[config.mk]
export PLATFORM = sky130hd
export DESIGN_NAME = pipeline_run_ctrl_flat
export DESIGN_NICKNAME = d
export VERILOG_FILES = /design/src/rtl/pipeline_run_ctrl_if.sv /design/src/rtl/pipeline_run_ctrl.sv /design/src/flat_wrapper.sv
export SDC_FILE = /design/constraint.sdc
export NUM_CORES = 1
export LEC_CHECK = 0
export BUFFER_PORTS_ARGS = -buffer_cell sky130_fd_sc_hd__buf_2
export CAP_MARGIN = 20
export CORE_ASPECT_RATIO = 1.2
export CORE_MARGIN = 2
export CORE_UTILIZATION = 51
export CTS_CLUSTER_DIAMETER = 100
export DETAILED_ROUTE_END_ITERATION = 8
export GPL_TIMING_DRIVEN = 0
export PLACE_DENSITY = 0.84
export SYNTH_ARGS = -nofsm -noshare
export SYNTH_HDL_FRONTEND = slang
export SYNTH_SLANG_ARGS = --single-unit
[constraint.sdc]
create_clock -name clk -period 2.47 [get_ports clk]
set_clock_uncertainty 0.1 [all_clocks]
set_input_delay 0.3705 -clock clk [delete_from_list [all_inputs] [get_ports clk]]
set_output_delay 0.3705 -clock clk [all_outputs]
set_load 0.03 [all_outputs]
[src/rtl/pipeline_run_ctrl_if.sv]
// Control/status bundle between the run/halt sequencer and the core front end.
// master drives requests and fetch context; slave is the sequencer itself.
interface pipeline_run_ctrl_if #(
  parameter int PC_W  = 8,
  parameter int CNT_W = 16
);
  logic             start_i;
  logic             halt_i;
  logic             step_i;
  logic             fetch_ok_i;
  logic [PC_W-1:0]  pc_f_i;
  logic             bp_en_i;
  logic [PC_W-1:0]  bp_addr_i;
  logic             clr_cnt_i;
  logic             run_en_o;
  logic             halted_o;
  logic             bp_hit_o;
  logic [2:0]       state_o;
  logic [CNT_W-1:0] cycle_cnt_o;
  logic [CNT_W-1:0] fetch_cnt_o;

  modport master (
    output start_i, halt_i, step_i, fetch_ok_i, pc_f_i, bp_en_i, bp_addr_i, clr_cnt_i,
    input  run_en_o, halted_o, bp_hit_o, state_o, cycle_cnt_o, fetch_cnt_o
  );

  modport slave (
    input  start_i, halt_i, step_i, fetch_ok_i, pc_f_i, bp_en_i, bp_addr_i, clr_cnt_i,
    output run_en_o, halted_o, bp_hit_o, state_o, cycle_cnt_o, fetch_cnt_o
  );
endinterface

[src/rtl/pipeline_run_ctrl.sv]
// Run/halt/single-step sequencer producing the fetch-side enable for the 5-stage core.
// Define RUN_CTRL_BREAKPOINT_EN to build the PC breakpoint and resume-skip logic.
module pipeline_run_ctrl #(
  parameter int HOLD_CYCLES  = 2,
  parameter int DRAIN_CYCLES = 4,
  parameter int PC_W         = 8,
  parameter int CNT_W        = 16
) (
  input  logic               clk,
  input  logic               rst,
  pipeline_run_ctrl_if.slave bus
);

  typedef enum logic [2:0] {
    S_HOLD   = 3'd0,
    S_HALTED = 3'd1,
    S_RUN    = 3'd2,
    S_STEP   = 3'd3,
    S_DRAIN  = 3'd4
  } state_e;

  localparam int TMR_MAX = (HOLD_CYCLES > DRAIN_CYCLES) ? HOLD_CYCLES : DRAIN_CYCLES;
  localparam int TMR_W   = (TMR_MAX < 2) ? 1 : $clog2(TMR_MAX);
  localparam logic [TMR_W-1:0] HOLD_LAST  = TMR_W'(HOLD_CYCLES - 1);
  localparam logic [TMR_W-1:0] DRAIN_LAST = TMR_W'(DRAIN_CYCLES - 1);

  state_e           state_q, state_d;
  logic [TMR_W-1:0] tmr_q, tmr_d;
  logic             halted_q, halted_d;
  logic [CNT_W-1:0] cycle_cnt_q, cycle_cnt_d;
  logic [CNT_W-1:0] fetch_cnt_q, fetch_cnt_d;
  logic             run_en_s, fetch_s, arm_s, bp_stop_s, bp_match_s, bp_hit_s;

  // Next-state and fetch-enable decode; the breakpoint gates the enable in the same cycle.
  always_comb begin
    state_d   = state_q;
    tmr_d     = tmr_q;
    run_en_s  = 1'b0;
    arm_s     = 1'b0;
    bp_stop_s = 1'b0;
    case (state_q)
      S_HOLD: begin
        if (tmr_q == HOLD_LAST) begin
          state_d = S_HALTED;
          tmr_d   = {TMR_W{1'b0}};
        end else begin
          tmr_d = tmr_q + TMR_W'(1);
        end
      end
      S_HALTED: begin
        if (bus.halt_i) begin
          state_d = S_HALTED;
        end else if (bus.start_i) begin
          state_d = S_RUN;
          arm_s   = 1'b1;
        end else if (bus.step_i) begin
          state_d = S_STEP;
          arm_s   = 1'b1;
        end else begin
          state_d = S_HALTED;
        end
      end
      S_RUN: begin
        run_en_s  = ~bp_match_s;
        bp_stop_s = bp_match_s;
        if (bus.halt_i | bp_match_s) begin
          state_d = S_DRAIN;
          tmr_d   = {TMR_W{1'b0}};
        end else begin
          state_d = S_RUN;
        end
      end
      S_STEP: begin
        run_en_s = 1'b1;
        if (bus.halt_i | bus.fetch_ok_i) begin
          state_d = S_DRAIN;
          tmr_d   = {TMR_W{1'b0}};
        end else begin
          state_d = S_STEP;
        end
      end
      S_DRAIN: begin
        if (tmr_q == DRAIN_LAST) begin
          state_d = S_HALTED;
          tmr_d   = {TMR_W{1'b0}};
        end else begin
          tmr_d = tmr_q + TMR_W'(1);
        end
      end
      default: begin
        state_d = S_HALTED;
        tmr_d   = {TMR_W{1'b0}};
      end
    endcase
  end

  assign fetch_s  = run_en_s & bus.fetch_ok_i;
  assign halted_d = (state_d == S_HALTED);

  // Counter update; a clear overrides a coincident increment.
  always_comb begin
    cycle_cnt_d = cycle_cnt_q;
    fetch_cnt_d = fetch_cnt_q;
    if (bus.clr_cnt_i) begin
      cycle_cnt_d = {CNT_W{1'b0}};
      fetch_cnt_d = {CNT_W{1'b0}};
    end else begin
      if (state_q != S_HOLD) begin
        cycle_cnt_d = cycle_cnt_q + CNT_W'(1);
      end else begin
        cycle_cnt_d = cycle_cnt_q;
      end
      if (fetch_s) begin
        fetch_cnt_d = fetch_cnt_q + CNT_W'(1);
      end else begin
        fetch_cnt_d = fetch_cnt_q;
      end
    end
  end

  // Sequencer and counter registers.
  always_ff @(posedge clk or negedge rst) begin
    if (!rst) begin
      state_q     <= S_HOLD;
      tmr_q       <= {TMR_W{1'b0}};
      halted_q    <= 1'b0;
      cycle_cnt_q <= {CNT_W{1'b0}};
      fetch_cnt_q <= {CNT_W{1'b0}};
    end else begin
      state_q     <= state_d;
      tmr_q       <= tmr_d;
      halted_q    <= halted_d;
      cycle_cnt_q <= cycle_cnt_d;
      fetch_cnt_q <= fetch_cnt_d;
    end
  end

`ifdef RUN_CTRL_BREAKPOINT_EN
  logic            skip_q, skip_d, bp_hit_q, bp_hit_d;
  logic [PC_W-1:0] bp_addr_s;

  // Skip lets a resume from the breakpoint PC fetch that instruction exactly once.
  assign bp_addr_s  = bus.bp_addr_i;
  assign bp_match_s = bus.bp_en_i & (bus.pc_f_i == bp_addr_s) & ~skip_q;

  // Skip flag and sticky hit flag update.
  always_comb begin
    skip_d   = skip_q;
    bp_hit_d = bp_hit_q;
    if (arm_s) begin
      skip_d   = 1'b1;
      bp_hit_d = 1'b0;
    end else if (fetch_s) begin
      skip_d = 1'b0;
    end else begin
      skip_d = skip_q;
    end
    if (bp_stop_s) begin
      bp_hit_d = 1'b1;
    end else begin
      bp_hit_d = bp_hit_d;
    end
  end

  // Breakpoint state registers.
  always_ff @(posedge clk or negedge rst) begin
    if (!rst) begin
      skip_q   <= 1'b0;
      bp_hit_q <= 1'b0;
    end else begin
      skip_q   <= skip_d;
      bp_hit_q <= bp_hit_d;
    end
  end

  assign bp_hit_s = bp_hit_q;
`else
  logic [PC_W-1:0] unused_bp_addr_s;
  logic            unused_bp_s;

  assign bp_match_s       = 1'b0;
  assign bp_hit_s         = 1'b0;
  assign unused_bp_addr_s = bus.bp_addr_i ^ bus.pc_f_i;
  assign unused_bp_s      = bus.bp_en_i ^ arm_s ^ bp_stop_s;
`endif

  assign bus.run_en_o    = run_en_s;
  assign bus.halted_o    = halted_q;
  assign bus.bp_hit_o    = bp_hit_s;
  assign bus.state_o     = state_q;
  assign bus.cycle_cnt_o = cycle_cnt_q;
  assign bus.fetch_cnt_o = fetch_cnt_q;

endmodule

[src/flat_wrapper.sv]
// flat-port wrapper written by rule: the top's interface ports become plain ports
module pipeline_run_ctrl_flat 
#(
  parameter int HOLD_CYCLES  = 2,
  parameter int DRAIN_CYCLES = 4,
  parameter int PC_W         = 8,
  parameter int CNT_W        = 16
)
  (clk, rst, bus_start_i, bus_halt_i, bus_step_i, bus_fetch_ok_i, bus_pc_f_i, bus_bp_en_i, bus_bp_addr_i, bus_clr_cnt_i, bus_run_en_o, bus_halted_o, bus_bp_hit_o, bus_state_o, bus_cycle_cnt_o, bus_fetch_cnt_o);
  pipeline_run_ctrl_if #(.PC_W(PC_W), .CNT_W(CNT_W)) bus_i ();
  input  logic clk;
  input  logic rst;
  input wire logic [$bits(bus_i.start_i)-1:0] bus_start_i;
  input wire logic [$bits(bus_i.halt_i)-1:0] bus_halt_i;
  input wire logic [$bits(bus_i.step_i)-1:0] bus_step_i;
  input wire logic [$bits(bus_i.fetch_ok_i)-1:0] bus_fetch_ok_i;
  input wire logic [$bits(bus_i.pc_f_i)-1:0] bus_pc_f_i;
  input wire logic [$bits(bus_i.bp_en_i)-1:0] bus_bp_en_i;
  input wire logic [$bits(bus_i.bp_addr_i)-1:0] bus_bp_addr_i;
  input wire logic [$bits(bus_i.clr_cnt_i)-1:0] bus_clr_cnt_i;
  output wire logic [$bits(bus_i.run_en_o)-1:0] bus_run_en_o;
  output wire logic [$bits(bus_i.halted_o)-1:0] bus_halted_o;
  output wire logic [$bits(bus_i.bp_hit_o)-1:0] bus_bp_hit_o;
  output wire logic [$bits(bus_i.state_o)-1:0] bus_state_o;
  output wire logic [$bits(bus_i.cycle_cnt_o)-1:0] bus_cycle_cnt_o;
  output wire logic [$bits(bus_i.fetch_cnt_o)-1:0] bus_fetch_cnt_o;
  assign bus_i.start_i = bus_start_i;
  assign bus_i.halt_i = bus_halt_i;
  assign bus_i.step_i = bus_step_i;
  assign bus_i.fetch_ok_i = bus_fetch_ok_i;
  assign bus_i.pc_f_i = bus_pc_f_i;
  assign bus_i.bp_en_i = bus_bp_en_i;
  assign bus_i.bp_addr_i = bus_bp_addr_i;
  assign bus_i.clr_cnt_i = bus_clr_cnt_i;
  assign bus_run_en_o = bus_i.run_en_o;
  assign bus_halted_o = bus_i.halted_o;
  assign bus_bp_hit_o = bus_i.bp_hit_o;
  assign bus_state_o = bus_i.state_o;
  assign bus_cycle_cnt_o = bus_i.cycle_cnt_o;
  assign bus_fetch_cnt_o = bus_i.fetch_cnt_o;
  pipeline_run_ctrl #(.HOLD_CYCLES(HOLD_CYCLES), .DRAIN_CYCLES(DRAIN_CYCLES), .PC_W(PC_W), .CNT_W(CNT_W)) u_core (.clk(clk), .rst(rst), .bus(bus_i));
endmodule
==> summary.md <==
| Metric | Value |
|---|---|
| Fin crit period | `2111 ps` |
| Area of the mapped netlist | `2001 µm²` |
| Reg2reg setup slack | `360 ps` |
| Via/cell ratio | `about 5.5` |
| Post-cts resize count | `0` |
| Sum of negative setup slack | `0 ps` |
| Die area | `approximately 4400 µm²` |
| Reg-to-reg startpoint | `u_core.bus.state_o[1]` |
| Total vias in the final route | `1695` |
| PortBufs | `42` |
| Num CTS Buffers | `5` |
| Core area | `between 3000 and 4000 µm²` |
| Max-Cap Viols | `0` |
| Clock share of power | `between 20% and 30%` |
| Max frequency | `473.6 MHz` |
| Slowest CP cell | `or3_1` |
| Most used cell, CP | `or3_1` |
| Final hold vios | `0` |
| CTS tree | `built` |
| Max Root-Sink Buffers | `2` |
| Gpl congestion | `0.7599` |
| Largest net degree at the start of global routing | `39` |
| Clock transition at the registers of the reported paths | `approximately 70 ps` |
| Antenna violations before repair | `0` |
| Synth top area share | `47.53%` |
| FF-to-FF End | `u_core.bus.fetch_cnt_o[12]` |
| DIE HEIGHT | `just over 70 µm` |
| DRT Pass-1 Iters | `4` |
| Max incr delay on CP | `510 ps` |
| DR iter-0 viols | `76` |
| Comb pwr share | `29.9%` |
| Final core occ | `64.57%` |
| DRC violations left | `0` |
| Yosys top cell by area | `dfrtp_1` |
| Flops & latches, synth | `38` |
| Placed inst area | `2276 µm²` |
| Crit start category | `register` |
| CP required | `2590 ps` |
| H-Tree Depth | `2` |
| EDFF count, synth | `0` |
| Reg power frac | `41.5%` |
| First-pass GRT wire length | `7.010 mm` |
| Pins Over Slew Limit | `0` |
| Worst-case vdd ir drop | `579.9 µV` |
| Syn. warnings | `0` |
| RSZ-0062 raised after global routing | `false` |
| Worst Tran Pin Value | `823.9 ps` |
| Area occupied by multi-input gates | `roughly 1000 µm²` |
| Synth area leaders | `dfrtp_1, nor2_1, xnor2_1, xor2_1, ha_1` |
| Worst Hold Class | `in2async` |
| Clock latency on the worst-skew pair | `300 ps` |
| Crit. End Element | `register` |
| Total Wirelength | `a little over 4 mm` |
| Most used DFF post-synth | `dfrtp_1` |
| WL per Instance | `13.16 µm` |
| Post-DP HPWL | `just under 3 mm` |
| CP Class | `reg2reg` |
| GR Util All Layers | `20.93%` |
| Lkg Pwr | `roughly 1.1 nW` |
| Syn avg cell area | `9.573 µm²` |
| Starting Density | `between 50% and 60%` |
| Final setup vio count | `0` |
| Vias in the first global route | `1576` |
| Rows | `24` |
| Internal power | `approximately 1.2 mW` |
| GR Overflow Total | `0` |
| Status | `completed` |
| Final instance area | `2385 µm²` |
| Worst path bufs/invs | `1` |
| Yosys cell types | `42` |
| Postcts setup bufs | `0` |
| CP delay by family, top | `simple AND/OR/NAND/NOR gates` |
| Switching Fraction | `35.42%` |
| Number of diodes | `0` |
| Hold buffers post-CTS | `0` |
| Register Area | `950.9 µm²` |
| CTS root buf | `clkbuf_8` |
| CP Data Arrival Time | `2230 ps` |
| Pwr dens | `765.2 nW/µm²` |
| Switching power total | `646.5 µW` |
| Final Cycle Share | `85.48%` |
| Layout cells sized above 1 | `22.01%` |
| Post-Syn Instances | `209` |
| Commonest non-fill, non-tap cell in the layout | `buf_2` |
| R2R cell count | `5` |
| Area Growth Syn to Fin | `19.20%` |
| Crit path max fanout | `10` |
| Worst-path cell chain | `buf_2, nand4b_1, or3_1, or3_1, a21oi_1` |
| Die X | `a little over 60 µm` |
| Antenna Nets Post-Route | `0` |
| Filler cells | `346` |
| Clock sink count | `38` |
| FFs w/ async S/R, synth | `100.0%` |
| Sequential share of the synthesized area | `47.53%` |
| I/O pin count | `just over 60` |
| Layout net count | `287` |
| Net Count, Synth | `238` |
| Most frequent cells in the layout | `buf_2, dfrtp_1, nor2_1` |
| Slew headroom | `45.07%` |
==> worst register-to-register path: cells and delay by family (launching register included) <==
family | cells | cell delay, ps
simple gates | 3 | 1150
compound gates | 1 | 150
buf+inv | 1 | 230
flops | 1 | 410
==> power by group through the flow <==
stage          registers (mW)  logic [mW]  clock network, mW
2_1_floorplan           0.864       0.303                  0
5_1_grt                 0.769       0.614              0.559
3_3_place_gp            0.767       0.538                  0
3_5_place_dp            0.768       0.551                  0
6_report                0.757       0.546              0.522
4_1_cts                 0.758       0.552              0.534
==> metal layers <==
metal | vias to the layer above | share of wire [%] | GRT usage (%)
met5 | - | 0 | 0
met1 | 820 | 44 | 27.09
met2 | 41 | 49 | 32.74
met4 | 0 | 1.6 | 8.213
li1 | 828 | - | -
met3 | 6 | 4.9 | 6.028
==> per-stage QoR <==
| step | hold WS (ps) | setup WS, ps | std cells | total power [mW] |
|---|---|---|---|---|
| finish | 66.11 | 358.7 | 311 | 1.825 |
| global route | 138.2 | 147.2 | 311 | 1.943 |
| CTS | 104.1 | 356.7 | 311 | 1.843 |
| detailed placement | 430.9 | 372.1 | 303 | 1.319 |
| global placement | 421.4 | 441.6 | 303 | 1.306 |
| floorplan | -25.09 | 385.3 | 209 | 1.167 |
==> synthesized netlist by cell type, types with 2 or more instances <==
master and n:
mux2_1 4, inv_1 8, o21ai_0 9, and4_1 3
or4_1 2, o21ai_1 2, buf_2 2, dfrtp_1 38
nor4_1 3, xor2_1 8, and3_1 3, nand3_1 8
nor3_1 5, ha_1 5, nor2b_1 7, nor2_1 24
or3_1 10, xnor2_1 9, o31ai_1 2, nand4_1 8
clkbuf_1 6, a21oi_1 11, nand2_1 13
==> worst max-delay path by stage <==
stage                          startpoint                          to  slack [ps]  cells after the start
floorplan           u_core.bus.state_o[2]  u_core.bus.fetch_cnt_o[15]         390                      5
finish              u_core.bus.state_o[1]  u_core.bus.fetch_cnt_o[12]         360                      5
global placement    u_core.bus.state_o[1]  u_core.bus.fetch_cnt_o[12]         440                      5
CTS                 u_core.bus.state_o[0]  u_core.bus.cycle_cnt_o[15]         360                      5
global route        u_core.bus.state_o[0]  u_core.bus.cycle_cnt_o[15]         150                      5
detailed placement  u_core.bus.state_o[0]  u_core.bus.cycle_cnt_o[15]         370                      5
==> cells by family after synthesis <==
| kind of cell | count (synthesis) | synth area share, % |
|---|---|---|
| AOI/OAI and AO/OA | 32 | 9.756 |
| other | 1 | 0.1874 |
| DFF | 38 | 47.53 |
| and+or+nand+nor | 93 | 25.52 |
| xor gates and xnor gates | 17 | 7.443 |
| muxes | 5 | 2.752 |
| adders and majority gates | 5 | 3.127 |
| buffers and inverters | 18 | 3.690 |
==> state kept, by name, indices dropped and copies added (netlist names) <==
register / flops
u_core.bus.cycle_cnt_o: 16
u_core.bus.fetch_cnt_o: 16
u_core.bus.halted_o: 1
u_core.bus.state_o: 3
u_core.tmr_q: 2
==> layout make-up <==
type | count | share of cell area [%]
multi-input cells | 153 | 40.92
flip-flops and latches | 38 | 39.87
repair buffers | 42 | 8.814
clock buffers | 5 | 2.886
well taps | 52 | 2.728
plain buffers | 10 | 1.836
clock inverters | 3 | 1.679
inverters | 8 | 1.259
No activity file was read; power rests on OpenSTA's default activity.
